## src/rtl/branch_tag_ctrl.sv

```systemverilog
// Speculation tag allocator: in-order circular tag pool, out-of-order resolve, in-order retire, kill mask on mispredict/flush.
// Outputs combinational from state+inputs; issue stalls while full. Optional counters under `BRANCH_TAG_STATS_EN.
module branch_tag_ctrl #(
  parameter  int NR_TAGS = 4,
  localparam int TAG_W   = $clog2(NR_TAGS),
  localparam int CNT_W   = $clog2(NR_TAGS + 1)
) (
  input  logic               clk_i,
  input  logic               rst_ni,
  input  logic               flush_i,
  input  logic               alloc_req_i,
  output logic               alloc_gnt_o,
  output logic [TAG_W-1:0]   alloc_tag_o,
  input  logic               resolve_valid_i,
  input  logic [TAG_W-1:0]   resolve_tag_i,
  input  logic               resolve_mispredict_i,
  output logic               kill_valid_o,
  output logic [NR_TAGS-1:0] kill_mask_o,
  output logic               full_o,
  output logic               empty_o,
`ifdef BRANCH_TAG_STATS_EN
  output logic [31:0]        mispredict_cnt_o,
  output logic [31:0]        stall_cnt_o,
`endif
  output logic [CNT_W-1:0]   count_o
);

  logic [TAG_W-1:0]   r_head;
  logic [TAG_W-1:0]   r_tail;
  logic [NR_TAGS-1:0] r_inflight;
  logic [NR_TAGS-1:0] r_resolved;
  logic [CNT_W-1:0]   r_count;

  logic               w_full;
  logic               w_empty;
  logic               w_misp_req;
  logic               w_res_hit;
  logic               w_misp;
  logic               w_retire;
  logic               w_gnt;
  logic [TAG_W-1:0]   w_age_tag;
  logic [NR_TAGS-1:0] w_younger;

  logic [TAG_W-1:0]   w_head_nxt;
  logic [TAG_W-1:0]   w_tail_nxt;
  logic [NR_TAGS-1:0] w_inflight_nxt;
  logic [NR_TAGS-1:0] w_resolved_nxt;
  logic [CNT_W-1:0]   w_count_base;
  logic [CNT_W-1:0]   w_count_nxt;

  always_comb begin
    w_full     = (r_count == CNT_W'(NR_TAGS));
    w_empty    = (r_count == '0);
    w_misp_req = resolve_valid_i & resolve_mispredict_i;
    // Resolves of tags not in flight (and anything during flush) are dropped.
    w_res_hit  = resolve_valid_i & r_inflight[resolve_tag_i] & ~flush_i;
    w_misp     = w_res_hit & resolve_mispredict_i;
    w_retire   = r_inflight[r_head] & r_resolved[r_head];
    w_gnt      = alloc_req_i & ~w_full & ~flush_i & ~w_misp_req;
    w_age_tag  = resolve_tag_i - r_head;
  end

  // Age relative to head orders the in-flight window even when full (head == tail).
  always_comb begin
    w_younger = '0;
    for (int i = 0; i < NR_TAGS; i++) begin
      w_younger[i] = r_inflight[i] && ((TAG_W'(i) - r_head) > w_age_tag);
    end
  end

  always_comb begin
    w_head_nxt     = r_head;
    w_tail_nxt     = r_tail;
    w_inflight_nxt = r_inflight;
    w_resolved_nxt = r_resolved;
    w_count_base   = r_count + CNT_W'(w_gnt);
    if (w_res_hit) begin
      w_resolved_nxt[resolve_tag_i] = 1'b1;
    end
    if (w_misp) begin
      w_inflight_nxt = w_inflight_nxt & ~w_younger;
      w_resolved_nxt = w_resolved_nxt & ~w_younger;
      w_tail_nxt     = resolve_tag_i + TAG_W'(1);
      w_count_base   = CNT_W'(w_age_tag) + CNT_W'(1);
    end
    if (w_gnt) begin
      w_inflight_nxt[r_tail] = 1'b1;
      w_resolved_nxt[r_tail] = 1'b0;
      w_tail_nxt             = r_tail + TAG_W'(1);
    end
    if (w_retire) begin
      w_inflight_nxt[r_head] = 1'b0;
      w_resolved_nxt[r_head] = 1'b0;
      w_head_nxt             = r_head + TAG_W'(1);
    end
    w_count_nxt = w_count_base - CNT_W'(w_retire);
  end

  always_ff @(posedge clk_i or negedge rst_ni) begin
    if (!rst_ni) begin
      r_head     <= '0;
      r_tail     <= '0;
      r_inflight <= '0;
      r_resolved <= '0;
      r_count    <= '0;
    end else if (flush_i) begin
      r_head     <= '0;
      r_tail     <= '0;
      r_inflight <= '0;
      r_resolved <= '0;
      r_count    <= '0;
    end else begin
      r_head     <= w_head_nxt;
      r_tail     <= w_tail_nxt;
      r_inflight <= w_inflight_nxt;
      r_resolved <= w_resolved_nxt;
      r_count    <= w_count_nxt;
    end
  end

  always_comb begin
    alloc_gnt_o  = w_gnt;
    alloc_tag_o  = r_tail;
    kill_valid_o = flush_i | w_misp;
    kill_mask_o  = flush_i ? r_inflight : (w_misp ? w_younger : '0);
    full_o       = w_full;
    empty_o      = w_empty;
    count_o      = r_count;
  end

`ifdef BRANCH_TAG_STATS_EN
  logic [31:0] r_misp_cnt;
  logic [31:0] r_stall_cnt;

  always_ff @(posedge clk_i or negedge rst_ni) begin
    if (!rst_ni) begin
      r_misp_cnt  <= '0;
      r_stall_cnt <= '0;
    end else if (flush_i) begin
      r_misp_cnt  <= '0;
      r_stall_cnt <= '0;
    end else begin
      if (w_misp && (r_misp_cnt != '1)) begin
        r_misp_cnt <= r_misp_cnt + 32'd1;
      end
      if (alloc_req_i && w_full && (r_stall_cnt != '1)) begin
        r_stall_cnt <= r_stall_cnt + 32'd1;
      end
    end
  end

  always_comb begin
    mispredict_cnt_o = r_misp_cnt;
    stall_cnt_o      = r_stall_cnt;
  end
`endif

  a_resolve_inflight: assert property (@(posedge clk_i) disable iff (!rst_ni)
    (resolve_valid_i && !flush_i) |-> r_inflight[resolve_tag_i]);

endmodule

```

## config.mk

```make
export PLATFORM = sky130hd
export DESIGN_NAME = branch_tag_ctrl
export DESIGN_NICKNAME = d
export VERILOG_FILES = /design/src/rtl/branch_tag_ctrl.sv
export SDC_FILE = /design/constraint.sdc
export NUM_CORES = 1
export LEC_CHECK = 0
export BUFFER_PORTS_ARGS = -buffer_cell sky130_fd_sc_hd__buf_4
export CORE_MARGIN = 5
export CORE_UTILIZATION = 35
export DETAILED_ROUTE_END_ITERATION = 7
export PLACE_DENSITY_LB_ADDON = 0.1
export SETUP_SLACK_MARGIN = 0.2
export SLEW_MARGIN = 20
export SYNTH_ARGS = -nofsm -noshare
export SYNTH_HDL_FRONTEND = slang
export SYNTH_SLANG_ARGS = --single-unit
```

## constraint.sdc

```tcl
create_clock -name clk_i -period 4.5 [get_ports clk_i]
set_input_delay 0.9 -clock clk_i [delete_from_list [all_inputs] [get_ports clk_i]]
set_output_delay 0.9 -clock clk_i [all_outputs]
set_load 0.03 [all_outputs]
```

==> qor.yml <==
status:
  run_status: "complete, no violations"
floorplanning:
  initial_core_util_pct: 36.4
  core_area_mm2: 0.00372
  die_h_um: 72.2
  die_w_um: 72.2
  io_pins: 21
  die-area_mm2: 0.00521
  num_rows: 22
global_route:
  global_route.overflow_total: 0
  grt_max_degree: 27
  grt_pass1_wl_um: 5300
  antenna_found_initial: 0
  grt_pass1_vias: 1086
  track_usage_pct: 12.7
logic_synthesis:
  synth_area_mm2: 0.00135
  syn_inst: 140
  ys.flop_type: "dfrtp_1"
  synth-seq-area-share_pct: 27.8
  yosysWarningCount: 0
  ys_seq_elements: 15
  synth_edf_count: 0
  ys_types: 49
  synth.avg_cell_area_um2: 9.66
  syn_nets: 161
  synthArstFlopShare_pct: 100
sta:
  slew_headroom_pct: 67.4
  period_minus_slack_ns: 3.92
  period_share_pct: 87.1
  maxSlewViolCount: 0
  tns_ns: 0
  max_slew.worst_pin.slew_ns: 0.485
  setup_violations: 0
  finalHoldViolations: 0
  max_freq_mhz: 255
  finalClockSkew_ns: 0.00369
  rsz0062_at_grt: "no"
critical_path:
  arrival_ns: 3.02
  cp_max_fo: 8
  worst_setup_path_end_kind: "primary output"
  cp-start-kind: "input port"
  required_ns: 3.60
  rr_worst_depth: 10
  path_class: "input port to primary output"
  r2r_slack_ns: 1.82
cts:
  cts_buffers: 3
  cts_sinks: 15
  root_buffer: "clkbuf_8"
  clk_latency_ns: 0.25
  post_cts_resized: 0
  htreeDepth: 1
  ctsLongestPathBuffers: 2
  clkSlewWorstSetupHoldPaths_ns: 0.07
  cts-hold-fix-buffers: 0
  post_cts_buffers: 0
  tritoncts: "done"
finish:
  final_cell_mix: "buf_4 (20), dfrtp_1 (15), ha_1 (13), nor2_1 (11), inv_1 (10)"
  area_growth_pct: 16.4
  multiInputGateArea_um2: 905
  diodes: 0
  final_common_cell: "buf_4"
  post_route_cells_drive_above_1_share_pct: 25.8
  seqCellArea_um2: 375
  fillers: 361
  fin_nets: 181
  final_cells: 207
  postLayoutCoreUtil_pct: 42.4
routing:
  vias: 1140
  routedWlPerCell_um: 15.1
  routed.top_layer: "met4"
  wl_met3_um: 158
  routed_via_density: 5.51
  drcViolationCount: 0
  first_pass_iters: 6
  postRouteAntennaNets: 0
  met1Wirelength_um: 1430
  wl_met2_um: 1530
  detail_route.iter0.violations: 83
  routed_wirelength_um: 3130
place:
  hpwl_um: 2460
  portBuffers: 20
  globalplace.congestion: 0.845
  dp_cells: 203
worst_hold_path:
  hold_class: "input port to asynchronous set/reset pin"
power_and_ir_drop:
  powerDensity_mw_per_mm2: 201
  leakage_nw: 0.730
  peakVddDrop_v: 0.000102
flow_run:
  max_cap_viol_count: 0
layout make-up:
class | count | area share, %
multi-input combinational | 110 | 57.5
timing repair buffer | 20 | 9.54
clock inverter | 1 | 0.318
tap | 48 | 3.82
inverter | 10 | 2.38
clock buffer | 3 | 2.62
sequential | 15 | 23.8
Yosys cell counts, drive strengths merged (2+ instances only):
cell type / instances / area [um^2]
buf: 3 / 27.5
xor2: 2 / 17.5
o21ai: 3 / 15.0
nand2: 9 / 33.8
a21oi: 6 / 45.1
clkbuf: 2 / 7.51
o32ai: 3 / 26.3
dfrtp: 15 / 375
a2111oi: 5 / 68.8
o21a: 5 / 37.5
nor4: 2 / 12.5
nand2b: 2 / 20.0
xnor2: 3 / 45.1
nor2: 11 / 41.3
nor2b: 3 / 18.8
inv: 10 / 37.5
mux2i: 2 / 20.0
nor3: 4 / 20.0
ha: 13 / 163
mux2: 3 / 41.3
nand3b: 4 / 30.0
a21boi: 3 / 22.5
nand3: 5 / 30.0
o2bb2ai: 2 / 17.5
a31oi: 3 / 18.8
or3: 2 / 12.5
power breakdown:
part	switching (mW)	total (mW)	internal, mW
logic	0.0379	0.0623	0.0244
registers	0.00454	0.142	0.138
clock network	0.0501	0.111	0.0613
total	0.0926	0.316	0.224
path summary, 6_finish.rpt:
check | from | to
setup / recovery | resolve_tag_i[0] | kill_mask_o[0]
hold / removal | rst_ni | alloc_tag_o[0]$_DFFE_PN0P_
setup reg to reg | r_head[0]$_DFFE_PN0P_ | r_resolved[0]$_DFF_PN0_
hold reg to reg | r_inflight[1]$_DFF_PN0_ | r_resolved[1]$_DFF_PN0_
max in group asynchronous | rst_ni | r_head[0]$_DFFE_PN0P_
min in group clk_i | r_inflight[1]$_DFF_PN0_ | r_resolved[1]$_DFF_PN0_
cells by family after synthesis:
family	count (synthesis)	share of synthesized area, %
XOR/XNOR	5	4.63
adder cells (fa/ha/maj)	13	12.0
AO/OA/AOI/OAI	38	24.5
buffers and inverters	15	5.37
AND/OR/NAND/NOR	49	21.2
flip-flops	15	27.8
multiplexers	5	4.53
routing by layer:
layer | vias up | track usage [%]
li1 | 561 | -
met1 | 543 | 17.7
met2 | 34 | 20.5
met3 | 2 | 1.39
met4 | 0 | 3.76
met5 | - | 0
worst max-delay path: stages:
cell	delay (ns)
buf_4	0.14
inv_1	0.07
ha_1	0.26
xnor2_4	0.18
nand2b_4	0.17
and2_2	0.16
inv_1	0.05
ha_1	0.29
nor2b_1	0.13
o2bb2ai_1	0.26
nor2_1	0.07
o21a_1	0.18
buf_4	0.16
metrics by stage:
stage | setup slack (ns) | hold slack [ns] | cell area (um^2) | power [mW]
2_1_floorplan | 0.955 | 0.529 | 1350 | 0.184
6_report | 0.581 | 0.496 | 1570 | 0.316
4_1_cts | 0.580 | 0.500 | 1570 | 0.321
5_1_grt | 0.436 | 0.510 | 1570 | 0.331
3_3_place_gp | 0.679 | 0.574 | 1530 | 0.208
3_5_place_dp | 0.587 | 0.596 | 1530 | 0.208
flip-flops by register name, summed over array words and instances (netlist names):
| signal | count |
|---|---|
| r_inflight | 4 |
| count_o | 3 |
| r_resolved | 4 |
| r_head | 2 |
| alloc_tag_o | 2 |
(Power assumes the default switching activity.)
